<file path="src/rtl/serv_bus_timer.sv">
// serv_bus_timer: Wishbone-responder RISC-V mtime/mtimecmp timer with a level timer interrupt.
// Define SERV_BUS_TIMER_SHADOW_EN to latch mtime[63:32] on a word-0 read so that a lo/hi read pair is coherent.
module serv_bus_timer #(
  parameter int PRESCALE = 1
) (
  input  logic        i_clk,
  input  logic        i_rst,
  input  logic [1:0]  i_wb_adr,
  input  logic [31:0] i_wb_dat,
  input  logic [3:0]  i_wb_sel,
  input  logic        i_wb_we,
  input  logic        i_wb_cyc,
  output logic [31:0] o_wb_rdt,
  output logic        o_wb_ack,
  output logic        o_timer_irq
);
  localparam logic [15:0] LAST = 16'(PRESCALE - 1);
  logic [15:0] cnt;
  logic [63:0] mtime, mtimecmp, mtime_nxt, cmp_nxt;
  logic [31:0] mask, cur, merged, hi_rd, rd;
  logic accept, wr, tick;
  assign accept = i_wb_cyc & ~o_wb_ack;
  assign wr     = accept & i_wb_we & |i_wb_sel;
  assign tick   = cnt == LAST;
  assign mask   = {{8{i_wb_sel[3]}}, {8{i_wb_sel[2]}}, {8{i_wb_sel[1]}}, {8{i_wb_sel[0]}}};
  always_comb begin
    cur = i_wb_adr == 2'd0 ? mtime[31:0] :
          i_wb_adr == 2'd1 ? mtime[63:32] :
          i_wb_adr == 2'd2 ? mtimecmp[31:0] : mtimecmp[63:32];
    merged = (cur & ~mask) | (i_wb_dat & mask);
    rd = i_wb_adr == 2'd1 ? hi_rd : cur;
    // a bus write to mtime replaces the increment for that edge
    mtime_nxt = wr && i_wb_adr == 2'd0 ? {mtime[63:32], merged} :
                wr && i_wb_adr == 2'd1 ? {merged, mtime[31:0]} :
                tick ? mtime + 64'd1 : mtime;
    cmp_nxt = wr && i_wb_adr == 2'd2 ? {mtimecmp[63:32], merged} :
              wr && i_wb_adr == 2'd3 ? {merged, mtimecmp[31:0]} : mtimecmp;
  end
  always_ff @(posedge i_clk or posedge i_rst)
    if (i_rst) begin
      cnt         <= '0;
      mtime       <= '0;
      mtimecmp    <= '1;
      o_wb_ack    <= 1'b0;
      o_wb_rdt    <= '0;
      o_timer_irq <= 1'b0;
    end else begin
      cnt         <= tick ? '0 : cnt + 16'd1;
      mtime       <= mtime_nxt;
      mtimecmp    <= cmp_nxt;
      o_wb_ack    <= accept;
      o_timer_irq <= mtime >= mtimecmp;
      if (accept) o_wb_rdt <= rd;
    end
`ifdef SERV_BUS_TIMER_SHADOW_EN
  logic [31:0] shadow;
  always_ff @(posedge i_clk or posedge i_rst)
    if (i_rst) shadow <= '0;
    else if (accept && !i_wb_we && i_wb_adr == 2'd0) shadow <= mtime[63:32];
  assign hi_rd = shadow;
`else
  assign hi_rd = mtime[63:32];
`endif
endmodule
</file>
<file path="config.mk">
export PLATFORM = sky130hd
export DESIGN_NAME = serv_bus_timer
export DESIGN_NICKNAME = d
export VERILOG_FILES = /design/src/rtl/serv_bus_timer.sv
export SDC_FILE = /design/constraint.sdc
export NUM_CORES = 1
export LEC_CHECK = 0
export BUFFER_PORTS_ARGS = -buffer_cell sky130_fd_sc_hd__clkbuf_2
export CAP_MARGIN = 25
export CORE_MARGIN = 3
export CORE_UTILIZATION = 35
export DETAILED_ROUTE_END_ITERATION = 6
export PLACE_DENSITY_LB_ADDON = 0.3
export SYNTH_ARGS = -nofsm -noshare
export SYNTH_HDL_FRONTEND = slang
export SYNTH_SLANG_ARGS = --single-unit
</file>
<file path="constraint.sdc">
create_clock -name i_clk -period 7.94 [get_ports i_clk]
set_input_delay 1.588 -clock i_clk [delete_from_list [all_inputs] [get_ports i_clk]]
set_output_delay 1.588 -clock i_clk [all_outputs]
set_load 0.02 [all_outputs]
</file>
==> impl_results.md <==
* Status: finished clean
* Post-placement cell count at 1560
* P_leak at about 5.6 nW
* Die area at 0.0332 mm²
* Distinct cell type count after synthesis at 70
* Die X at between 150 and 200 µm
* RSZ-0062 raised after global routing: no
* Final ANT Viol Nets at 0
* Hold_buf cts at 0
* R2R cell count at 8
* First-pass detailed-route iteration total at 5
* Initial Utilization at 0.361
* CTS tree: done
* Area of the multi-input gates at a little under 0.006 mm²
* Register area share after synthesis at 0.417
* Total GRT Usage at 0.187
* Worst Setup End Kind: flop
* Synth Flop Type: dfrtp_1
* Clock skew at ~0.011 ns
* Clk sinks at roughly 180
* IO Pins at 76
* RD Place Congestion at around 0.9
* Pwr dens at roughly 300 mW/mm²
* Post-synth EDFFs at 0
* Core Area at ~0.030 mm²
* DP Worst Slack at 2.92 ns
* Final setup vio count at 0
* Post-Synthesis Cells at between 1000 and 1500
* Post-synthesis register bit count at between 150 and 200
* Worst-path cell chain: clkbuf_2 -> nand2b_2 -> inv_2 -> nand4b_4 -> nor2_2 -> buf_4 -> nor2_1 -> mux2_1 -> a21oi_1
* Fill cell count at between 3000 and 4000
* CP arrival at just under 5 ns
* Syn avg cell area at around 9.5 µm²
* Largest fanout on the critical path at 36
* Hold Crit Class: reg2reg
* Max cap viols at 0
* Asr flop ratio synth at 1.00
* Row count at 63
* Worst vdd ir at 0.173 mV
* Hold_ws at around 0.48 ns
* # DRC at 0
* Post-layout min period at roughly 4.5 ns
* Nets at 1298
* Routed via count at between 8000 and 9000
* Hold Crit Depth at 2
* Die Span Y at between 150 and 200 µm
* Setup Buffers After CTS at 0
* Detailed Place HPWL at about 22 mm
* Synth Cell Area at 0.0109 mm²
* Setup ws final at about 3.4 ns
* Startpoint Class: primary input
* Clk Latency, worst-skew pair at 0.44 ns
* Worst path depth at 9
* Final hold vios at 0
* WS Path Type: in2reg
* Max clock buf depth at 2
* CTS Buf Count at 17
* Vias in the first global route at around 8600
* Buffers & Inverters on Critical Path at 3
* Finished Layout Cells at roughly 1600
* Fmax at 222 MHz
* Post-CTS Resized at 0
* N_diodes at 0
* FF/Latch Area at ~0.0045 mm²
* Layout cell share with drive strength beyond 1 at 0.201
* H-tree Lvls at 4
* Tcrit/Tclk final at 0.568
* GRT overflow at 0
* First-pass GRT wire length at 49.4 mm
* Slew HR at 0.402
* Vias per cell at 5.56
* YS warnings at 0
* Largest net degree at the start of global routing at between 100 and 150
* Port Buffer Count at 75
* Worst path slowest cell: inv_2
* Initial antenna violation count at 0
* Final Max Slew Viols at 0
* Avg WL per Cell at just under 20 µm
* WL final at 30.7 mm
* Area delta synth->final at 12.2%
* CTS Root Cell: clkbuf_16
* Post-layout util at 0.405
* Initial DRC Count at between 600 and 700
* CP delay by family, top: simple AND/OR/NAND/NOR gates
* Worst slew pin tran at 0.897 ns
* Setup TNS at 0 ns
* Clk pin slew, worst setup/hold paths at 0.06 ns
* Max stage delay on crit path at ~0.8 ns
* Worst EP required at approximately 8.3 ns
* Syn nets at between 1000 and 1500
-- stage by stage --
step           instance area, µm²  power [mW]
2_1_floorplan               10900        2.34
3_5_place_dp                11600        2.76
4_1_cts                     12200        3.66
5_1_grt                     12200        3.90
6_report                    12200        3.64
3_3_place_gp                11600        2.72
-- final cells by class --
cell class                 count  share of cell area
multi-input combinational    833               0.478
sequential                   178               0.372
tap                          390              0.0400
clock buffer                  19              0.0372
timing repair buffer          85              0.0370
inverter                      74              0.0234
clock inverter                13              0.0121
-- cell usage after synthesis (3+ instances only) --
cell      number  area, µm²
clkbuf_1      36        135
or4_4          3       33.8
nand3_1       41        205
a32o_1         4       40.0
o21ai_1       11       55.1
buf_1          4       15.0
mux2_1         3       33.8
and3_1        26        163
mux2i_1       41        410
and4_1         5       43.8
xor2_1        18        158
nor4_1         8       50.1
dfrtp_1      114       2850
mux4_2        32        721
a31oi_1        3       18.8
o21ai_0       50        250
ha_1          67        838
a21o_1        11       82.6
o211ai_1       5       37.5
xnor2_1       26        228
nand4_1       37        231
nor2_1        82        308
o22ai_1        5       31.3
inv_1         73        274
mux2_2         6       67.6
a21oi_1       81        405
and2_1         4       25.0
buf_2         10       50.1
dfstp_2       64       1680
a221oi_1       3       26.3
nand2_1      184        691
a211oi_1      10       75.1
nor3_1        21        105
-- sequential cells by signal, summed over array words and instances, names as in the netlist --
register / flops
o_timer_irq: 1
o_wb_rdt: 32
mtime: 64
o_wb_ack: 1
mtimecmp: 64
cnt: 16
-- kinds of logic after synthesis --
family / share of synthesized area
flops: 0.417
simple gates: 0.198
fa+ha+maj: 0.0772
buf+inv: 0.0475
mux: 0.113
compound gates: 0.111
xor+xnor: 0.0355
-- power breakdown --
group          internal, mW  leakage, nW  switching (mW)
clock                 0.487        0.295           0.401
sequential             1.23         2.08           0.320
combinational         0.524         3.23           0.679
total                  2.24         5.61            1.40
-- final timing paths --
| path | endpoint | slack [ns] | startpoint |
|---|---|---|---|
| setup reg to reg | mtime[4] | 4.16 | o_wb_ack |
| max in group asynchronous | mtime[42] | 5.36 | i_rst |
| setup / recovery | mtime[4] | 3.43 | i_wb_cyc |
| min in group asynchronous | o_wb_rdt[1] | 1.31 | i_rst |
| hold / removal | o_wb_rdt[30] | 0.48 | o_wb_rdt[30] |
| hold reg to reg | o_wb_rdt[30] | 0.48 | o_wb_rdt[30] |
-- worst min-delay path, stage by stage (launching register included) --
cell and delay (ns):
dfrtp_1 0.34, nand2_1 0.05, nand2_1 0.05
-- layout by cell type (no fill, tap or decap), drive strengths merged, types with 9 or more instances in the layout --
| cell | count |
|---|---|
| mux2 | 9 |
| dfrtp | 114 |
| ha | 67 |
| clkbuf | 94 |
| a21oi | 81 |
| dfstp | 64 |
| xor2 | 18 |
| mux2i | 41 |
| a211oi | 10 |
| xnor2 | 26 |
| nor4 | 11 |
| nand3 | 42 |
| o21ai | 61 |
| a21o | 11 |
| mux4 | 32 |
| nand2 | 185 |
| nor3 | 23 |
| nand4 | 40 |
| and3 | 26 |
| inv | 79 |
| buf | 10 |
| nor2 | 83 |
-- layer usage --
metal	vias to the layer above	track usage	wire length, µm
met3	40	0.0273	1940
met1	4342	0.286	14700
met4	0	0.0518	563
met5	-	0	0
li1	4154	-	-
met2	318	0.274	13500
No activity file was read; power rests on OpenSTA's default activity.
